## config.mk

```make
export PLATFORM = sky130hd
export DESIGN_NAME = ps2_key_decoder
export DESIGN_NICKNAME = d
export VERILOG_FILES = /design/src/rtl/ps2_key_decoder.sv
export SDC_FILE = /design/constraint.sdc
export NUM_CORES = 1
export LEC_CHECK = 0
export BUFFER_PORTS_ARGS = -buffer_cell sky130_fd_sc_hd__clkbuf_2
export CORE_AREA = 2 2 87 110
export CTS_CLUSTER_SIZE = 14
export DETAILED_ROUTE_END_ITERATION = 16
export DIE_AREA = 0 0 89 112
export PLACE_DENSITY = 0.59
export SLEW_MARGIN = 30
export SYNTH_ARGS = -nofsm -noshare
export SYNTH_HDL_FRONTEND = slang
export SYNTH_SLANG_ARGS = --single-unit
```

## constraint.sdc

```tcl
create_clock -name clk -period 3.97 [get_ports clk]
set_clock_uncertainty 0.15 [all_clocks]
set_input_delay 0.9925 -clock clk [delete_from_list [all_inputs] [get_ports clk]]
set_output_delay 0.9925 -clock clk [all_outputs]
set_load 0.005 [all_outputs]
```

## src/rtl/ps2_key_decoder.sv

```systemverilog
`default_nettype none
// ============================================================================
//  Module   : ps2_key_decoder
//  Purpose  : Receives PS/2 keyboard frames and decodes set-2 make codes into
//             ASCII. It tracks Shift and strobes framing, parity and timeout
//             errors.
//  Revision : 1.0 - initial release
// ============================================================================
module ps2_key_decoder #(
    parameter logic [15:0] TIMEOUT = 16'd20000
) (
    input  logic       clk,
    input  logic       reset,
    input  logic       ps2_clk,
    input  logic       ps2_data,
    output logic [7:0] key_in,
    output logic       p_valid,
    output logic       frame_err,
    output logic       shift_on
);

    typedef enum logic [1:0] {
        S_MAKE    = 2'd0,
        S_BRK     = 2'd1,
        S_EXT     = 2'd2,
        S_EXT_BRK = 2'd3
    } state_t;

    localparam logic [3:0] c_LAST_BIT = 4'd10;

    logic [1:0]  r_rst_sync;
    logic        w_rst_n;
    logic [1:0]  r_clk_sync;
    logic [1:0]  r_dat_sync;
    logic        r_clk_prev;
    logic        w_fall;
    logic        w_dat;
    logic [3:0]  r_bitcnt;
    logic [9:0]  r_frame;
    logic [15:0] r_tocnt;
    logic        w_frame_ok;
    logic        r_byte_stb;
    logic [7:0]  r_byte;
    logic        r_frame_err;
    state_t      r_state;
    state_t      w_state_next;
    logic        r_shift;
    logic        w_shift_next;
    logic [7:0]  r_key;
    logic [7:0]  w_key_next;
    logic        r_pvalid;
    logic        w_pvalid_next;
    logic        w_is_shift;
    logic [8:0]  w_map;

    // Returns {hit, ascii} for a make code; letters follow the Shift state.
    function automatic logic [8:0] f_map(input logic [7:0] code, input logic shift);
        logic [7:0] ch;
        logic       hit;
        logic       letter;
        ch     = 8'h00;
        hit    = 1'b1;
        letter = 1'b1;
        case (code)
            8'h1C: ch = 8'h61;  8'h32: ch = 8'h62;  8'h21: ch = 8'h63;
            8'h23: ch = 8'h64;  8'h24: ch = 8'h65;  8'h2B: ch = 8'h66;
            8'h34: ch = 8'h67;  8'h33: ch = 8'h68;  8'h43: ch = 8'h69;
            8'h3B: ch = 8'h6A;  8'h42: ch = 8'h6B;  8'h4B: ch = 8'h6C;
            8'h3A: ch = 8'h6D;  8'h31: ch = 8'h6E;  8'h44: ch = 8'h6F;
            8'h4D: ch = 8'h70;  8'h15: ch = 8'h71;  8'h2D: ch = 8'h72;
            8'h1B: ch = 8'h73;  8'h2C: ch = 8'h74;  8'h3C: ch = 8'h75;
            8'h2A: ch = 8'h76;  8'h1D: ch = 8'h77;  8'h22: ch = 8'h78;
            8'h35: ch = 8'h79;  8'h1A: ch = 8'h7A;
            default: begin
                letter = 1'b0;
                case (code)
                    8'h45: ch = 8'h30;  8'h16: ch = 8'h31;  8'h1E: ch = 8'h32;
                    8'h26: ch = 8'h33;  8'h25: ch = 8'h34;  8'h2E: ch = 8'h35;
                    8'h36: ch = 8'h36;  8'h3D: ch = 8'h37;  8'h3E: ch = 8'h38;
                    8'h46: ch = 8'h39;  8'h29: ch = 8'h20;  8'h5A: ch = 8'd10;
                    8'h66: ch = 8'd8;
                    default: hit = 1'b0;
                endcase
            end
        endcase
        if (letter && shift) begin
            ch = ch - 8'h20;
        end
        return {hit, ch};
    endfunction

    // Reset asserts immediately but releases only on a clean clk edge.
    always_ff @(posedge clk or negedge reset) begin
        if (!reset) begin
            r_rst_sync <= 2'b00;
        end else begin
            r_rst_sync <= {r_rst_sync[0], 1'b1};
        end
    end

    assign w_rst_n = r_rst_sync[1];

    // Two-flop synchronizers plus a history flop for ps2_clk edge detection.
    always_ff @(posedge clk or negedge w_rst_n) begin
        if (!w_rst_n) begin
            r_clk_sync <= 2'b11;
            r_dat_sync <= 2'b11;
            r_clk_prev <= 1'b1;
        end else begin
            r_clk_sync <= {r_clk_sync[0], ps2_clk};
            r_dat_sync <= {r_dat_sync[0], ps2_data};
            r_clk_prev <= r_clk_sync[1];
        end
    end

    assign w_fall = r_clk_prev & ~r_clk_sync[1];
    assign w_dat  = r_dat_sync[1];

    // The stop bit is never stored: it is checked live as the 11th sample.
    assign w_frame_ok = ~r_frame[0] & w_dat & (^r_frame[9:1]);

    // Frame assembly, validation and mid-frame timeout.
    always_ff @(posedge clk or negedge w_rst_n) begin
        if (!w_rst_n) begin
            r_bitcnt    <= 4'd0;
            r_frame     <= 10'd0;
            r_tocnt     <= 16'd0;
            r_byte_stb  <= 1'b0;
            r_byte      <= 8'h00;
            r_frame_err <= 1'b0;
        end else begin
            r_byte_stb  <= 1'b0;
            r_frame_err <= 1'b0;
            if (w_fall) begin
                r_tocnt <= 16'd0;
                if (r_bitcnt == c_LAST_BIT) begin
                    r_bitcnt <= 4'd0;
                    if (w_frame_ok) begin
                        r_byte_stb <= 1'b1;
                        r_byte     <= r_frame[8:1];
                    end else begin
                        r_frame_err <= 1'b1;
                    end
                end else begin
                    r_bitcnt <= r_bitcnt + 4'd1;
                    r_frame  <= {w_dat, r_frame[9:1]};
                end
            end else if (r_bitcnt == 4'd0) begin
                r_tocnt <= 16'd0;
            end else if (r_tocnt == TIMEOUT - 16'd1) begin
                r_tocnt     <= 16'd0;
                r_bitcnt    <= 4'd0;
                r_frame_err <= 1'b1;
            end else begin
                r_tocnt <= r_tocnt + 16'd1;
            end
        end
    end

    assign w_is_shift = (r_byte == 8'h12) || (r_byte == 8'h59);

    // Scancode state machine: prefixes steer state, make codes produce keys.
    always_comb begin
        w_state_next  = r_state;
        w_shift_next  = r_shift;
        w_key_next    = r_key;
        w_pvalid_next = 1'b0;
        w_map         = f_map(r_byte, r_shift);
        if (r_byte_stb) begin
            case (r_state)
                S_MAKE: begin
                    if (r_byte == 8'hF0) begin
                        w_state_next = S_BRK;
                    end else if (r_byte == 8'hE0) begin
                        w_state_next = S_EXT;
                    end else if (w_is_shift) begin
                        w_shift_next = 1'b1;
                    end else if (w_map[8]) begin
                        w_key_next    = w_map[7:0];
                        w_pvalid_next = 1'b1;
                    end
                end
                S_BRK: begin
                    if (w_is_shift) begin
                        w_shift_next = 1'b0;
                    end
                    w_state_next = S_MAKE;
                end
                S_EXT: begin
                    w_state_next = (r_byte == 8'hF0) ? S_EXT_BRK : S_MAKE;
                end
                S_EXT_BRK: begin
                    w_state_next = S_MAKE;
                end
                default: begin
                    w_state_next = S_MAKE;
                end
            endcase
        end
    end

    // Decoder state and output registers.
    always_ff @(posedge clk or negedge w_rst_n) begin
        if (!w_rst_n) begin
            r_state  <= S_MAKE;
            r_shift  <= 1'b0;
            r_key    <= 8'h00;
            r_pvalid <= 1'b0;
        end else begin
            r_state  <= w_state_next;
            r_shift  <= w_shift_next;
            r_key    <= w_key_next;
            r_pvalid <= w_pvalid_next;
        end
    end

    assign key_in    = r_key;
    assign p_valid   = r_pvalid;
    assign frame_err = r_frame_err;
    assign shift_on  = r_shift;

endmodule
`default_nettype wire

```

### Yosys cells after proc, flatten, opt, wreduce, memory -nomap -nowiden

Index checks and enable logic that the tools add are counted.

* $add $sub $neg: 3
* equal/unequal tests: 54
* muxes and demuxes: 36
* bitwise logic cells: 9
* reduce and logical (&&, ||, !) cells: 16

Operators with widths (number)
* 8-bit by 6-bit == test with 1-bit output, second input constant: 23
* 7-bit one-hot mux with 26 select lines: 1
* 8-bit by 7-bit == test with 1-bit output, second input constant: 10
* 6-bit one-hot mux with 13 select lines: 1
* 8-bit by 5-bit == test with 1-bit output, second input constant: 8
* 16-bit 2-to-1 mux: 3
* 26-bit OR reduction: 1
* 1-bit 2-to-1 mux: 21
* 16-bit by 1-bit adder with 16-bit output, second input constant: 1
* 16-bit by 15-bit == test with 1-bit output, second input constant: 1
* 8-bit == test, second input constant: 2
* 4-bit 2-to-1 mux: 4
* 13-bit OR reduction: 1
* 6-bit AND reduction: 2
* 2-bit != test, second input constant: 5
* 9-bit XOR reduction: 1
* 8-bit 2-to-1 mux: 1
* 8-bit by 6-bit subtractor with 8-bit output, second input constant: 1
* 2-bit 2-to-1 mux: 3
* 1-bit NOT: 6
* 2-bit one-hot mux with 3 select lines: 1
* 2-bit AND reduction: 3
* 4-bit by 1-bit adder with 4-bit output, second input constant: 1
* 2-bit == test, second input constant: 2
* 12 further kinds: 15

* register bits after elaboration: 59
* input port bits: 4
* output and inout bits: 11
* logic and storage cells: 132

### Longest topological paths before layout

* depth in word-level cells: 10
* gate-level depth with buffers: 9
* gate-level depth less buffers: 7

### Least setup slack after synthesis

OpenSTA, ideal clock, no wires.

* path type: reg-to-reg
* from: register r_byte[4]
* to: register r_key[0] (netlist: key_in[0])
* setup time: 125 ps
* arrival time: 2012 ps
* required time: 3695 ps
* slack: 1683 ps
* stages on the path, launching flop included: 8
* path buffers: 1
* clock period less this slack: 2287 ps
* cells stage by stage: dfrtp_1 -> buf_2 -> nor2b_1 -> and4_1 -> a211o_1 -> a211oi_2 -> a41o_4 -> mux2_4

* longest elaborated chain between the ends: 5
* elaborated cells between the ends (all ways): 58
* those cells by class: 1 x add/sub; 43 x eq/ne; 6 x mux; 3 x bitwise; 5 x reduce/logical

Ends and longest elaborated chain
* from (decl): line 43 `logic [7:0] r_byte;`
* from (signal assigned): line 140 `r_byte <= r_frame[8:1];`
* 8-bit by 7-bit == test with 1-bit output, or another cell as far along: line 76 `case (code)`
* 6-bit one-hot mux with 13 select lines, or another cell as far along: line 76
* 7-bit one-hot mux with 26 select lines, or another cell as far along: line 64 `case (code)`
* 8-bit by 6-bit subtractor with 8-bit output, or another cell as far along: line 87 `ch = ch - 8'h20;`
* 8-bit 2-to-1 mux or 6-bit AND reduction (tied branches)
* to (signal assigned): line 212 `r_key <= w_key_next;`
* to (decl): line 49 `logic [7:0] r_key;`

Parallel ways exist; a longest one is shown, timed or not.
A chain may end at the register's enable or synchronous reset.

### Worst setup path in the final report

* from: register r_byte[4]
* to: register r_key[1] (netlist: key_in[1])

The elaborated chain is that of the path after synthesis.

==> key figures <==
Run status
  – Result of the run: completed

Critical path
  – Required time at the endpoint of the critical path: 4.03 ns
  – Reg2reg start: r_byte[4]$_DFFE_PN0P_
  – Worst setup path endpoint: key_in[1]$_DFFE_PN0P_
  – Worst setup path startpoint: r_byte[4]$_DFFE_PN0P_
  – Maximum fanout count along the critical path: 31
  – Maximum cell stage delay along the critical path: 0.93 ns
  – Slowest cell on crit path: dfrtp_1
  – Ordered cell list for the critical path: nand2b_1 > or4_1 > a21oi_1 > or4_4 > a41o_4 > mux2_4
  – Crit. End Element: register
  – Reg-to-reg critical path endpoint: key_in[1]$_DFFE_PN0P_
  – Category of the worst setup path launch point: register
  – Register-to-register setup slack: 1.0 ns
  – Worst reg2reg path depth: 6
  – Type of the setup path with the least slack: register to register
  – Arr. time, crit path: 3.03 ns

Route
  – Post-route ant nets: 0
  – Routed via count: 2789
  – Number of remaining DRC errors: 0
  – Post-DR wirelength/cell: 14.7 um
  – DRT iter0 DRCs: 151
  – First-pass iteration count of the detailed router: 4
  – Drt total wl: 7530 um
  – Via density per instance: 5.46

STA
  – Worst hold margin: 0.204 ns
  – Max Clk Rate: 337 MHz
  – Setup-violating endpoint count in the final report: 0
  – Final period demand of the worst path: 2.97 ns
  – Number of pins exceeding their max-slew limit in the final report: 0
  – Worst Max-Slew Pin Slew: 0.900 ns
  – Fin. Hold Viols: 0
  – Summed negative setup slack over all endpoints: 0 ns
  – Final worst-path cycle share: 74.8%
  – Unrepaired setup endpoints after global routing: no
  – Tightest slew margin relative to the limit: 40.0%

Yosys
  – Syn Area/Cell: 9.25 um2
  – Total of warnings raised by yosys: 0
  – Biggest area contributors in the synthesized netlist: dfrtp_1, nand2_1, dfstp_2
  – Area of the mapped netlist: 3490 um2
  – Synth Register Bits: 59
  – Most used DFF post-synth: dfrtp_1
  – EDFF count, synth: 0
  – Largest area contributor in the synthesized netlist: dfrtp_1
  – Number of different library cells in the post-synthesis netlist: 62
  – Seq/Total Area, Yosys: 42.5%
  – Share of the synthesized area in the top cell type: 38.8%
  – Synth Net Count: 385
  – Share of flip-flops with an asynchronous set or reset: 100%
  – Synthesized netlist cell count: 377

Finish
  – Final Net Count: 391
  – Count of antenna diodes in the layout: 0
  – Non-filler cells, final: 511
  – Final standard cell area without fillers: 3930 um2
  – Share of the core filled with cells in the final layout: 43.7%
  – Fraction of layout instances using a drive strength above 1: 16.0%
  – Area grow syn2layout: 12.7%

Clock network
  – Clock Sinks: 59
  – Post-CTS Setup Bufs: 0
  – Worst skew pair latency: 0.32 ns
  – Clk slew on worst S/H paths: 0.05 ns
  – Cell at the root of the clock tree: clkbuf_16
  – Clock buffers created by TritonCTS: 9
  – Max Buffers Root-to-Sink: 2
  – CTS tree: built
  – Post-CTS Resized: 0
  – H-Tree Depth: 3

Power
  – Leakage: 0.00168 uW
  – Largest voltage drop on the vdd net: 0.000381 V
  – PD cells: 426 nW/um2

Floorplanning
  – Number of top-level pins: 15
  – Die ar.: 9970 um2
  – Core box area: 8980 um2
  – Overall die height: 112 um
  – Number of placement rows: 39
  – Die span in x: 89 um
  – Initial core utilization: 38.8%

Global route
  – Global route overflow: 0
  – Via count of the first global-routing pass: 2734
  – Antenna violations before repair: 0
  – Global-route wire length before repair: 13100 um
  – Aggregate global-route resource usage: 16.6%
  – Largest net degree at the start of global routing: 49

Placement
  – Hpwl dp: 5020 um
  – Inst Count DP: 494
  – Placed inst area: 3620 um2
  – Input/output buffers: 14
  – Final GP Congestion: 0.977

Flow run
  – Max-capacitance violation count: 0

Worst hold path
  – Type of the most critical hold path: register to register
  – Number of cells on the worst hold path: 0
[registers in the layout (all words and copies together), names as in the netlist]
register and cells:
r_rst_sync 2, r_clk_prev 1, r_tocnt 16, shift_on 1, r_byte_stb 1, p_valid 1
frame_err 1, key_in 8, r_clk_sync 2, r_frame 10, r_bitcnt 4, r_dat_sync 2
r_state 2, r_byte 8
[worst min path at each step]
| stage | startpoint | endpoint | slack [ns] |
|---|---|---|---|
| after global placement | r_rst_sync[1]$_DFF_PN0_ | key_in[6]$_DFFE_PN0P_ | -0.04 |
| after global routing | r_dat_sync[0]$_DFF_PN1_ | r_dat_sync[1]$_DFF_PN1_ | 0.21 |
| after detailed placement | r_rst_sync[1]$_DFF_PN0_ | key_in[5]$_DFFE_PN0P_ | -0.03 |
| final | r_rst_sync[0]$_DFF_PN0_ | r_rst_sync[1]$_DFF_PN0_ | 0.20 |
| after CTS | r_dat_sync[0]$_DFF_PN1_ | r_dat_sync[1]$_DFF_PN1_ | 0.21 |
| after floorplan | r_rst_sync[0]$_DFF_PN0_ | r_rst_sync[1]$_DFF_PN0_ | 0.18 |
[layout by cell type, fill, tap and decap left out, types with 8 or more instances in the layout]
master,netlist,routed
nor2b_1,13,13
mux2_2,9,9
clkbuf_2,0,14
dfrtp_1,54,53
nand2_1,53,53
xnor2_1,14,14
nor2_1,30,30
nand2b_1,14,14
clkbuf_16,0,9
nand3_1,17,17
o21ai_0,15,15
inv_1,8,8
xor2_1,10,10
[routing by layer]
layer,track usage (%),vias to the layer above,routed length [um]
li1,-,1351,-
met1,21.9,1333,3360
met2,25.4,80,3610
met3,3.41,25,268
met4,8.36,0,291
met5,0,-,0
[final cells by class]
type / instances / area (um2)
flip-flops and latches: 59 / 1480
repair buffers: 17 / 95.1
inverters: 8 / 30.0
well taps: 123 / 154
multi-input cells: 288 / 1870
clock buffers: 11 / 243
clock inverters: 5 / 52.6
fillers: 918 / 5050
[per-stage QoR]
stage / worst slack, ns / total power, uW
floorplan: 1.68 / 875
global placement: 1.13 / 916
detailed placement: 1.05 / 920
CTS: 1.04 / 1700
global route: 0.841 / 1760
finish: 0.999 / 1670
[Yosys cell counts, types with 3 or more instances]
cell and n:
dfrtp_1 54, nand2_1 53, nor2_1 30, nand3_1 17, o21ai_0 15, nand2b_1 14, xnor2_1 14, nor2b_1 13
clkbuf_1 12, xor2_1 10, mux2_2 9, buf_2 8, inv_1 8, a21oi_1 7, nand3b_1 7, nor3_1 6
a31oi_1 5, dfstp_2 5, nand4_1 5, nor4_1 5, or4_1 5, and2_1 4, and4_1 4, ha_1 4
mux2_4 4, o22ai_1 4, o32ai_1 4, a211o_1 3, a21o_1 3, nor4b_1 3, o211ai_1 3, or2_2 3
[cells by family (layout without fill, tap and decap cells)]
family / Yosys count / in the layout / synth area share (%)
AOI/OAI and AO/OA: 63 / 63 / 13.1
other: 1 / 1 / 0.108
buffers and inverters: 30 / 41 / 3.84
muxes: 15 / 15 / 5.20
xor gates and xnor gates: 24 / 24 / 6.03
and+or+nand+nor: 181 / 181 / 27.7
adders and majority gates: 4 / 4 / 1.44
DFF: 59 / 59 / 42.5
[power by group]
group | leakage, uW | internal, uW | switching, uW
clock network | 0.000145 | 499 | 266
logic | 0.000747 | 83.2 | 114
registers | 0.000787 | 653 | 60.1
total | 0.00168 | 1230 | 440
[worst max-delay path: cells and delay by family, from the launching register on]
| family | cells | cell delay [ns] |
|---|---|---|
| AND/OR/NAND/NOR | 3 | 1.08 |
| flip-flops | 1 | 0.93 |
| AO/OA/AOI/OAI | 2 | 0.38 |
| multiplexers | 1 | 0.31 |
[repair_timing]
item,4_1_cts,5_1_grt
hold buffers,1,0
endpoints found under the hold margin,9,0
setup endpoints to repair,0,0
No activity file was read; power rests on OpenSTA's default activity.
